$ cat config.mk
export PLATFORM = sky130hd
export DESIGN_NAME = imem_loader
export DESIGN_NICKNAME = d
export VERILOG_FILES = /design/src/rtl/imem_loader.sv
export SDC_FILE = /design/constraint.sdc
export NUM_CORES = 1
export LEC_CHECK = 0
export CELL_PAD_IN_SITES_DETAIL_PLACEMENT = 2
export CELL_PAD_IN_SITES_GLOBAL_PLACEMENT = 2
export CORE_MARGIN = 2
export CORE_UTILIZATION = 32
export DETAILED_ROUTE_END_ITERATION = 6
export PLACE_DENSITY_LB_ADDON = 0.05
export SYNTH_ARGS = -nofsm -noshare
export SYNTH_HDL_FRONTEND = slang
export SYNTH_SLANG_ARGS = --single-unit
$ cat constraint.sdc
create_clock -name CLK -period 3.04 [get_ports CLK]
set_clock_uncertainty 0.1 [all_clocks]
set_input_delay 0.608 -clock CLK [delete_from_list [all_inputs] [get_ports CLK]]
set_output_delay 0.608 -clock CLK [all_outputs]
set_load 0.1 [all_outputs]
$ cat src/rtl/imem_loader.sv
// imem_loader: loads a framed byte stream (length, data, XOR checksum) into instruction memory
// and holds the core in reset until a verified image is present.
module imem_loader #(
   parameter int ADDR_W    = 8,
   parameter int MAX_WORDS = (2**ADDR_W)/4
) (
   input  logic              CLK,
   input  logic              RST,
   input  logic              start,
   input  logic [7:0]        in_data,
   input  logic              in_valid,
   output logic              in_ready,
   output logic              mem_we,
   output logic [ADDR_W-1:0] mem_addr,
   output logic [7:0]        mem_wdata,
   output logic              CPU_RST,
   output logic              busy,
   output logic              done,
   output logic              err,
   output logic [1:0]        err_code
);
   typedef enum logic [2:0] {IDLE, LEN_LO, LEN_HI, DATA, CHECK, DONE, ERROR} state_t;
   state_t            state_q, state_d;
   logic [15:0]       len_q, len_d, len_n;
   logic [17:0]       cnt_q, cnt_d;
   logic [7:0]        csum_q, csum_d, mem_wdata_q, mem_wdata_d;
   logic [ADDR_W-1:0] mem_addr_q, mem_addr_d;
   logic [1:0]        err_code_q, err_code_d;
   logic              busy_q, busy_d, mem_we_q, mem_we_d, done_q, done_d, err_q, err_d, xfer;
   assign xfer  = in_valid & busy_q;
   assign len_n = {in_data, len_q[7:0]};
   always_comb begin
      state_d     = state_q;
      len_d       = len_q;
      cnt_d       = cnt_q;
      csum_d      = csum_q;
      mem_we_d    = 1'b0;
      mem_addr_d  = mem_addr_q;
      mem_wdata_d = mem_wdata_q;
      err_code_d  = err_code_q;
      case (state_q)
         IDLE, DONE, ERROR: if (start) begin
            state_d    = LEN_LO;
            cnt_d      = '0;
            csum_d     = '0;
            err_code_d = 2'd0;
         end
         LEN_LO: if (xfer) begin
            len_d[7:0] = in_data;
            state_d    = LEN_HI;
         end
         LEN_HI: if (xfer) begin
            len_d[15:8] = in_data;
            state_d     = (len_n == 16'd0 || len_n > 16'(MAX_WORDS)) ? ERROR : DATA;
            err_code_d  = (state_d == ERROR) ? 2'd1 : 2'd0;
         end
         DATA: if (xfer) begin
            mem_we_d    = 1'b1;
            mem_addr_d  = cnt_q[ADDR_W-1:0];
            mem_wdata_d = in_data;
            cnt_d       = cnt_q + 18'd1;
            csum_d      = csum_q ^ in_data;
            state_d     = (cnt_q == {len_q, 2'b00} - 18'd1) ? CHECK : DATA;
         end
         CHECK: if (xfer) begin
            state_d    = (in_data == csum_q) ? DONE : ERROR;
            err_code_d = (in_data == csum_q) ? 2'd0 : 2'd2;
         end
         default: state_d = IDLE;
      endcase
      busy_d = state_d inside {LEN_LO, LEN_HI, DATA, CHECK};
      done_d = state_d == DONE;
      err_d  = state_d == ERROR;
   end
   always_ff @(posedge CLK or negedge RST) begin
      if (!RST) begin
         state_q     <= IDLE;
         len_q       <= '0;
         cnt_q       <= '0;
         csum_q      <= '0;
         busy_q      <= 1'b0;
         mem_we_q    <= 1'b0;
         mem_addr_q  <= '0;
         mem_wdata_q <= '0;
         done_q      <= 1'b0;
         err_q       <= 1'b0;
         err_code_q  <= 2'd0;
      end else begin
         state_q     <= state_d;
         len_q       <= len_d;
         cnt_q       <= cnt_d;
         csum_q      <= csum_d;
         busy_q      <= busy_d;
         mem_we_q    <= mem_we_d;
         mem_addr_q  <= mem_addr_d;
         mem_wdata_q <= mem_wdata_d;
         done_q      <= done_d;
         err_q       <= err_d;
         err_code_q  <= err_code_d;
      end
   end
   assign in_ready  = busy_q;
   assign busy      = busy_q;
   assign mem_we    = mem_we_q;
   assign mem_addr  = mem_addr_q;
   assign mem_wdata = mem_wdata_q;
   assign done      = done_q;
   assign CPU_RST   = done_q;
   assign err       = err_q;
   assign err_code  = err_code_q;
endmodule

==> Word level (Yosys, flattened, before mapping) <==
Index checks and enable logic that the tools add are counted.
{ "totals": {"regBits": 67, "in_bits": 12, "out_inout_bits": 24, "wordCells": 71} }
{ "classes": {"add_sub_neg": 2, "n_lt_le_gt_ge": 1, "n_eq_ne": 19, "muxes": 23, "bitwise_logic": 2, "n_reduce_logical": 12} }
{ "ops": {"columns": ["cell", "n"], "rows": [
  ["two-way mux 18 bit", 2],
  ["one-hot mux 18 bit (2 select lines)", 1],
  ["equality test 3 bit, second input constant", 7],
  ["two-way mux 3 bit", 7],
  ["adder 18 x 1 -> 18 bit, second input constant", 1],
  ["equality test 18 bit", 1],
  ["subtractor 18 x 1 -> 18 bit, second input constant", 1],
  ["> comparator 16 x 7 -> 1 bit, second input constant", 1],
  ["logical NOT 16 bit", 1],
  ["two-way mux 8 bit", 2],
  ["one-hot mux 8 bit (2 select lines)", 1],
  ["one-hot mux 3 bit (5 select lines)", 1],
  ["equality test 3 x 2 -> 1 bit, second input constant", 4],
  ["two-way mux 2 bit", 5],
  ["equality test 8 bit", 1],
  ["inequality test 2 bit, second input constant", 4],
  ["XOR 8 bit", 1],
  ["equality test 3 x 1 -> 1 bit, second input constant", 2],
  ["one-hot mux 2 bit (3 select lines)", 1],
  ["AND reduction 2 bit", 3],
  ["AND reduction 4 bit", 1],
  ["nonzero test 4 bit", 1],
  ["logical NOT 3 bit", 1],
  ["two-way mux 1 bit", 3],
  ["other kinds (6)", 6]
]} }

==> Depth between registers and ports, before layout <==
Gate-level depths: netlist of run 1.
{ "logic_depth": {"depth_word": 7, "ltp_mapped": 10, "mapped_depth_nobuf": 9} }

==> Worst setup path before layout of run 1 <==
OpenSTA, ideal clock, no wires.
{ "synth_path": {"path_type": "register to register", "startpoint": "register len_q[8]", "endpoint": "register done_q, in the netlist CPU_RST", "setup_ns": 0.095, "arrival_ns": 2.730, "required_ns": 2.845, "path_slack_ns": 0.115, "stages_incl_launch_ff": 9, "path_buffers": 1, "synth_period_minus_slack_ns": 2.925, "cell_sequence": "dfrtp_1 or4_1 buf_2 or3_1 o31ai_1 o211ai_1 or4_4 o21a_4 nor4_4"} }
{ "synth_between": {"elab_chain_cells": 6} }
{ "synth_rtl": {"columns": ["element", "line", "source"], "rows": [
  ["from (decl)", "24", "logic [15:0] len_q, len_d, len_n;"],
  ["from (signal assigned)", "90", "len_q <= len_d;"],
  ["subtractor 18 x 1 -> 18 bit", "63", "state_d = (cnt_q == {len_q, 2'b00} - 18'd1) ? CHECK : DATA;"],
  ["equality test 18 bit", "63", null],
  ["two-way mux 3 bit", "63", null],
  ["two-way mux 3 bit", "57", "DATA: if (xfer) begin"],
  ["one-hot mux 3 bit (5 select lines)", "41", "case (state_q)"],
  ["equality test 3 bit", "72", "done_d = state_d == DONE;"],
  ["via done_d", "29", "logic busy_q, busy_d, mem_we_q, mem_we_d, done_q, done_d, err_q, err_d, xfer;"],
  ["to (signal assigned)", "97", "done_q <= done_d;"],
  ["to (decl)", "29", null]
]} }
The timed path passes the listed nets, and every way through them passes these cells.
A chain may end at the register's enable or synchronous reset.

==> Final worst setup path of run 1 <==
{ "layout_path": {"startpoint": "register len_q[2]", "endpoint": "register done_q, in the netlist CPU_RST"} }
{ "layout_between": {"elab_chain_cells": 6, "word_cells_on_any_way": 11} }
{ "layout_rtl": {"columns": ["element", "line"], "rows": [
  ["subtractor 18 x 1 -> 18 bit (tied with other cells)", "63"],
  ["equality test 18 bit / logical OR 1 bit (equally long branches)", "63, 54"],
  ["two-way mux 3 bit (on tied branches)", "63, 54"],
  ["two-way mux 3 bit (on tied branches)", "57, 52"],
  ["one-hot mux 3 bit (5 select lines) (*)", "41"],
  ["equality test 3 bit (*)", "72"],
  ["via done_d", "29"]
]} }
Mark *: on every way through the listed nets, which the timed path passes. The rest lies on a longest branch.

==> flow_metrics.env, run 1 <==
export IMPL_cts_reportedPaths_clkPinSlew_ns=0.09
export IMPL_yosysUniqueCellTypes=53
export IMPL_placedCellCount=571
export IMPL_die_width_um=110
export IMPL_dr_total_vias=3026
export IMPL_htree_num_levels=3
export IMPL_cts_tree="built"
export IMPL_port_buffers=35
export IMPL_post_dp_cell_area_um2=4200
export IMPL_crit_path_start_kind="flip-flop"
export IMPL_synth_avg_cell_area_um2=9.27
export IMPL_grt_start_max_net_pins=42
export IMPL_detailed_place_hpwl_um=8330
export IMPL_critical_path_max_fanout=5
export IMPL_pwr_density_cell_nw_per_um2=1030
export IMPL_synthMuxAreaShare_pct=4.96
export IMPL_synth_cells=386
export IMPL_synth_compound_gate_area_share_pct=10.7
export IMPL_post_cts_resize_count=0
export IMPL_final_setup_viol_count=0
export IMPL_synth_simple_area_share_pct=23.0
export IMPL_diodes=0
export IMPL_hold_buffer_count_at_cts=0
export IMPL_post_route_cells_drive_above_1_share_pct=21.3
export IMPL_final_setup_tns_ns=0
export IMPL_cts_repair_timing_setup_buffer_count=0
export IMPL_gp_congestion=0.841
export IMPL_final_instance_count_excl_fill=587
export IMPL_timing_rr_start="len_q[2]"
export IMPL_layout_cell_area_non_filler_um2=4440
export IMPL_synth_net_count=400
export IMPL_initial_core_util_pct=32.9
export IMPL_dominant_combinational_cell_family_by_area_after_synthesis="simple AND/OR/NAND/NOR gates"
export IMPL_timing_critical_path_to="CPU_RST"
export IMPL_worst_r2r_path_depth=7
export IMPL_final_util_pct=40.7
export IMPL_period_share_pct=97.8
export IMPL_holdWs_ns=0.163
export IMPL_layout_area_overhead_vs_synth_pct=23.9
export IMPL_die_h_um=110
export IMPL_critical_path_required_ns=3.22
export IMPL_post_route_drc_count=0
export IMPL_finalWorstPathRequiredPeriod_ns=2.97
export IMPL_drt_pass_1_iters=4
export IMPL_drt_iter0_markers=88
export IMPL_first_global_vias=3320
export IMPL_grt_setup_unrepaired="true"
export IMPL_maxSlewViolCount=0
export IMPL_fp_coreArea_um2=10900
export IMPL_number_of_endpoints_with_negative_hold_slack_in_the_final_report=0
export IMPL_ys_warn_count=0
export IMPL_synthTopCellsByCount="67 x sky130_fd_sc_hd__dfrtp_1, 62 x sky130_fd_sc_hd__nand2_1, 38 x sky130_fd_sc_hd__nor2_1, 28 x sky130_fd_sc_hd__o21ai_0, 25 x sky130_fd_sc_hd__xor2_1"
export IMPL_post_synth_fa_ha_maj_area_fraction_pct=0.979
export IMPL_final_nets=456
export IMPL_hold_class="in -> async"
export IMPL_outcome="finished clean"
export IMPL_timing_worst_slew_pin_value_ns=0.690
export IMPL_synth_main_ff_cell="sky130_fd_sc_hd__dfrtp_1"
export IMPL_slew_headroom_pct=53.6
export IMPL_ys_seq_area_share_pct=46.8
export IMPL_ff2ff_setup_slack_ns=0.07
export IMPL_synth_top_cells_by_area="sky130_fd_sc_hd__dfrtp_1 47%, sky130_fd_sc_hd__nand2_1 6.5%, sky130_fd_sc_hd__xor2_1 6.1%"
export IMPL_ctsRootBufferMaster="sky130_fd_sc_hd__clkbuf_8"
export IMPL_p_leak_nw=2.04
export IMPL_cts_buffers=9
export IMPL_grt_antenna_before_repair=0
export IMPL_grt_ovfl_total=0
export IMPL_place_ws_ns=-0.0265
export IMPL_ioPinCount=36
export IMPL_worst_skew_late_latency_ns=0.38
export IMPL_post_dr_vias_cell=5.16
export IMPL_timing_critical_path_arrival_ns=3.15
export IMPL_synth_xor_area_share_pct=10.0
export IMPL_syn_area_um2=3580
export IMPL_grt_total_usage_pct=20.4
export IMPL_maxCapViolations=0
export IMPL_setup_worst_path_start="len_q[2]"
export IMPL_cts_sink_count=67
export IMPL_postLayoutSetupSlackWorst_ns=0.0668
export IMPL_post_synth_top_area_cell="sky130_fd_sc_hd__dfrtp_1"
export IMPL_post_synth_top_count_cell="sky130_fd_sc_hd__dfrtp_1"
export IMPL_ys_ff_latch=67
export IMPL_critical_register_to_register_path_endpoint="CPU_RST"
export IMPL_design_die_area_um2=12000
export IMPL_grt_first_pass_wirelength_um=18200
export IMPL_drt_wl_total_um=11100
export IMPL_num_rows=38
export IMPL_vdd_ir_drop_max_mv=0.622
export IMPL_max_freq_mhz=336
export IMPL_worst_setup_path_type="reg -> reg"
export IMPL_cts_path_max_buffers=2
export IMPL_async_reset_ff_share_pct=100
export IMPL_fin_total_pwr_mw=4.58
export IMPL_synth_enable_flop_cells=0
export IMPL_area_share_of_the_largest_cell_type_after_synthesis_pct=46.8
export IMPL_drt_antenna_violating_nets=0
export IMPL_wl_per_cell_um=18.8
export IMPL_crit_path_end_kind="flip-flop"
## flip-flops by register name, indices dropped and copies added, names as in the netlist
register / count
CPU_RST: 1
busy: 1
cnt_q: 18
csum_q: 8
err: 1
err_code: 2
len_q: 16
mem_addr: 8
mem_wdata: 8
mem_we: 1
state_q: 3
## worst min-delay path by stage
stage	slack, ns	endpoint	depth (start not counted)	startpoint
6_report	0.16	len_q[8]	1	RST
5_1_grt	0.19	len_q[8]	1	RST
4_1_cts	0.17	len_q[8]	1	RST
3_5_place_dp	0.37	mem_addr[5]	2	mem_addr[5]
3_3_place_gp	0.36	mem_wdata[4]	2	mem_wdata[4]
2_1_floorplan	0.21	CPU_RST	0	RST
## critical path: stages, from the launching register on
cell and delay (ns):
sky130_fd_sc_hd__dfrtp_1 0.44, sky130_fd_sc_hd__or4_1 0.61, sky130_fd_sc_hd__or2_0 0.29, sky130_fd_sc_hd__o31ai_1 0.22
sky130_fd_sc_hd__o211ai_1 0.15, sky130_fd_sc_hd__or4_4 0.57, sky130_fd_sc_hd__o21a_4 0.24, sky130_fd_sc_hd__nor4_4 0.25
## power by group
| part | internal [mW] | total, mW | switching, mW |
|---|---|---|---|
| Combinational | 0.734 | 2.25 | 1.52 |
| Clock | 0.489 | 0.875 | 0.386 |
| Sequential | 1.16 | 1.45 | 0.294 |
| Total | 2.38 | 4.58 | 2.20 |
## cell usage in the layout, fill, tap and decap left out, types with 2 or more instances in the layout
cell type and count:
sky130_fd_sc_hd__nand3_1 9, sky130_fd_sc_hd__inv_1 10, sky130_fd_sc_hd__mux2i_1 2, sky130_fd_sc_hd__nor3_1 6, sky130_fd_sc_hd__or4_1 5, sky130_fd_sc_hd__and3_1 8, sky130_fd_sc_hd__xor2_1 25, sky130_fd_sc_hd__nor2b_1 7
sky130_fd_sc_hd__clkdlybuf4s50_1 10, sky130_fd_sc_hd__bufinv_16 2, sky130_fd_sc_hd__buf_4 54, sky130_fd_sc_hd__clkbuf_8 10, sky130_fd_sc_hd__or3_1 5, sky130_fd_sc_hd__a21oi_1 9, sky130_fd_sc_hd__o22ai_1 3, sky130_fd_sc_hd__ha_1 2
sky130_fd_sc_hd__mux2_2 14, sky130_fd_sc_hd__o311a_1 2, sky130_fd_sc_hd__nand4_1 5, sky130_fd_sc_hd__nand3b_1 2, sky130_fd_sc_hd__dfrtp_1 65, sky130_fd_sc_hd__dfrtp_2 2, sky130_fd_sc_hd__o2111ai_1 3, sky130_fd_sc_hd__nor2_1 38
sky130_fd_sc_hd__o21ai_0 28, sky130_fd_sc_hd__a31oi_1 3, sky130_fd_sc_hd__nand2_1 62, sky130_fd_sc_hd__nor4_1 7, sky130_fd_sc_hd__xnor2_1 16, sky130_fd_sc_hd__o211ai_1 2
## logic make-up after synthesis
group           Yosys count
flops                    67
mux                      16
compound gates           61
buf+inv                  31
simple gates            167
fa+ha+maj                 3
xor+xnor                 41
## area by class of cell
class                      count  area (um^2)
multi-input combinational    288         1790
tap                          140          175
clock inverter                 5         85.1
sequential                    67         1680
clock buffer                  11          141
timing repair buffer          66          531
fill                        1230         6450
inverter                      10         37.5
## layer usage
layer	vias up	GRT usage, %	wire length [um]
li1	1436	-	-
met1	1547	27.4	5420
met2	32	32.2	5230
met3	11	6.40	279
met4	0	4.88	120
met5	-	0	0
Note: power is estimated with default switching activity, not from simulation.
==> inputs of run 2 (changes only) <==
--- a/config.mk
+++ b/config.mk
@@ -8,7 +8,7 @@
 export CELL_PAD_IN_SITES_DETAIL_PLACEMENT = 2
 export CELL_PAD_IN_SITES_GLOBAL_PLACEMENT = 2
 export CORE_MARGIN = 2
-export CORE_UTILIZATION = 32
+export CORE_UTILIZATION = 36
 export DETAILED_ROUTE_END_ITERATION = 6
 export PLACE_DENSITY_LB_ADDON = 0.05
 export SYNTH_ARGS = -nofsm -noshare
==> constraint.sdc (replaced) <==
create_clock -name CLK -period 3 [get_ports CLK]
set_clock_uncertainty 0.1 [all_clocks]
set_input_delay 0.6 -clock CLK [delete_from_list [all_inputs] [get_ports CLK]]
set_output_delay 0.6 -clock CLK [all_outputs]
set_load 0.1 [all_outputs]
==> run 2 against run 1 <==
- non-clock buffer count up 10
- highest routed layer unchanged
- routed wire length up 7.0%
- setup slack worse by 0.041 ns
- core utilization up 6.4 points
- maximum frequency about the same
- critical path depth up 1
- global-route usage up 2.4 points
- via count up 3.7%
- register-to-register slack worse by 0.04 ns
==> flow_metrics.env, run 2 (same netlist as run 1, synthesis figures left out) <==
export IMPL_outcome="finished clean"
export IMPL_post_route_drc_count=0
export IMPL_crit_path_start_kind="flip-flop"
export IMPL_critical_path_cell_chain="buf_6, or4_4, nor3_4, xor2_1, o311a_1, or4_4, o21a_4, nor4_4"
export IMPL_p_leak_nw=2.12
export IMPL_grt_antenna_before_repair=0
export IMPL_port_buffers=35
export IMPL_cts_sink_count=67
export IMPL_worst_skew_late_latency_ns=0.35
export IMPL_final_cell_mix="65 x sky130_fd_sc_hd__dfrtp_1, 62 x sky130_fd_sc_hd__nand2_1, 62 x sky130_fd_sc_hd__buf_4"
export IMPL_cell_type_of_the_slowest_stage_on_the_worst_timing_path="sky130_fd_sc_hd__or4_4"
export IMPL_ioPinCount=36
export IMPL_ctsRootBufferMaster="sky130_fd_sc_hd__clkbuf_8"
export IMPL_placedCellCount=566
export IMPL_max_freq_mhz=336
export IMPL_die_h_um=104
export IMPL_fillers=1058
export IMPL_period_share_pct=99.1
export IMPL_cts_path_max_buffers=2
export IMPL_post_route_cells_drive_above_1_share_pct=24.9
export IMPL_final_instance_count_excl_fill=590
export IMPL_design_die_area_um2=10800
export IMPL_critical_path_required_ns=3.16
export IMPL_largest_register="cnt_q"
export IMPL_holdWs_ns=0.232
export IMPL_drt_wl_total_um=11800
export IMPL_path_buf_inv=1
export IMPL_final_common_cell="sky130_fd_sc_hd__dfrtp_1"
export IMPL_vdd_ir_drop_max_mv=0.549
export IMPL_cts_tree="built"
export IMPL_drt_pass_1_iters=4
export IMPL_hold_class="in -> async"
export IMPL_maxCapViolations=0
export IMPL_layout_area_overhead_vs_synth_pct=28.2
export IMPL_dr_total_vias=3138
export IMPL_timing_critical_path_arrival_ns=3.13
export IMPL_fp_coreArea_um2=9730
export IMPL_timing_critical_path_max_delay_family="simple AND/OR/NAND/NOR gates"
export IMPL_worst_setup_path_type="reg -> reg"
export IMPL_diodes=0
export IMPL_grt_total_usage_pct=22.9
export IMPL_drt_iter0_markers=94
export IMPL_cts_buffers=9
export IMPL_critical_path_max_fanout=4
export IMPL_first_global_vias=3372
export IMPL_layout_top_registers="cnt_q: 18 flops, len_q: 16 flops"
export IMPL_number_of_endpoints_with_negative_hold_slack_in_the_final_report=0
export IMPL_slew_headroom_pct=45.9
export IMPL_die_width_um=104
export IMPL_crit_path_end_kind="flip-flop"
export IMPL_cts_reportedPaths_clkPinSlew_ns=0.08
export IMPL_htree_num_levels=3
export IMPL_drt_antenna_violating_nets=0
export IMPL_timing_worst_slew_pin_value_ns=0.811
export IMPL_grt_ovfl_total=0
export IMPL_grt_start_max_net_pins=37
export IMPL_cp_slowest_stage_delay_ns=0.57
export IMPL_wl_per_cell_um=20.0
export IMPL_final_setup_viol_count=0
export IMPL_detailed_place_hpwl_um=8490
export IMPL_pwr_density_cell_nw_per_um2=1070
export IMPL_initial_core_util_pct=36.8
export IMPL_finalWorstPathRequiredPeriod_ns=2.97
export IMPL_num_rows=36
export IMPL_gp_congestion=0.818
export IMPL_final_nets=466
export IMPL_maxSlewViolCount=0
export IMPL_critical_path_top_cell_by_count="sky130_fd_sc_hd__or4_4"
export IMPL_grt_first_pass_wirelength_um=19200
export IMPL_grt_setup_unrepaired="true"
export IMPL_largest_register_ff_count=18
export IMPL_post_dr_vias_cell=5.32
-- run 2: cell count changes in the layout (fill, tap and decap cells not counted), sizes merged --
cell	before	now
clkbuf	11	13
buf	56	66
inv	11	10
clkinvlp	1	0
-- run 2: final timing paths --
kind / startpoint / to / slack (ns) / cells past startpoint
worst max-delay path: len_q[0] / CPU_RST / 0.03 / 8
worst min-delay path: RST / CPU_RST / 0.23 / 1
worst max register to register: len_q[0] / CPU_RST / 0.03 / 8
worst min register to register: mem_addr[6] / mem_addr[6] / 0.38 / 2
max in group asynchronous: RST / len_q[1] / 1.87 / 2
min in group CLK: mem_addr[6] / mem_addr[6] / 0.38 / 2
-- run 2: layout make-up --
cell class	count	area, um^2	share of cell area (%)
Tap cell	133	166	3.63
Timing Repair Buffer	76	622	13.5
Multi-Input combinational cell	288	1850	40.2
Sequential cell	67	1680	36.6
Inverter	10	37.5	0.818
Clock buffer	13	169	3.68
Clock inverter	3	68.8	1.50
-- run 2: power breakdown --
part / internal, mW / switching (mW) / total (mW) / leakage [nW]
clock network: 0.539 / 0.375 / 0.914 / 0.120
registers: 1.17 / 0.318 / 1.49 / 0.876
logic: 0.852 / 1.63 / 2.49 / 1.12
-- run 2: layer usage --
| metal | share of wire, % | wire length [um] | global-route usage, % |
|---|---|---|---|
| met1 | 47 | 5550 | 32.0 |
| met2 | 49 | 5750 | 37.2 |
| met3 | 2.7 | 320 | 2.64 |
| met4 | 1.8 | 209 | 7.43 |
| met5 | 0 | 0 | 0 |
-- run 2: stage by stage --
stage	setup TNS, ns	area, um^2	setup WS [ns]	power, mW	utilization (%)
2_1_floorplan	0	3580	0.0751	3.05	-
3_3_place_gp	0	4220	0.00952	3.71	43.3
3_5_place_dp	-0.113	4220	-0.0749	3.81	43.3
4_1_cts	0	4530	0.0209	4.81	46.6
5_1_grt	-0.140	4590	-0.0514	5.16	47.2
6_report	0	4590	0.0258	4.89	47.2
-- run 2: what timing repair did --
item / 4_1_cts / 5_1_grt
cloned: 0 / 0
setup buffers: 7 / 2
pin swaps: 8 / 5
setup endpoints to repair: 1 / 6
gates resized for setup: 7 / 10
hold buffers: 0 / 0
==> inputs of run 3 (changes only) <==
--- a/config.mk
+++ b/config.mk
@@ -5,6 +5,7 @@
 export SDC_FILE = /design/constraint.sdc
 export NUM_CORES = 1
 export LEC_CHECK = 0
+export CAP_MARGIN = 15
 export CELL_PAD_IN_SITES_DETAIL_PLACEMENT = 2
 export CELL_PAD_IN_SITES_GLOBAL_PLACEMENT = 2
 export CORE_MARGIN = 2
@@ -14,3 +15,4 @@
 export SYNTH_ARGS = -nofsm -noshare
 export SYNTH_HDL_FRONTEND = slang
 export SYNTH_SLANG_ARGS = --single-unit
+export TNS_END_PERCENT = 1
==> results of run 3 <==
No change in the layout: final DEF, timing and power equal those of run 2.
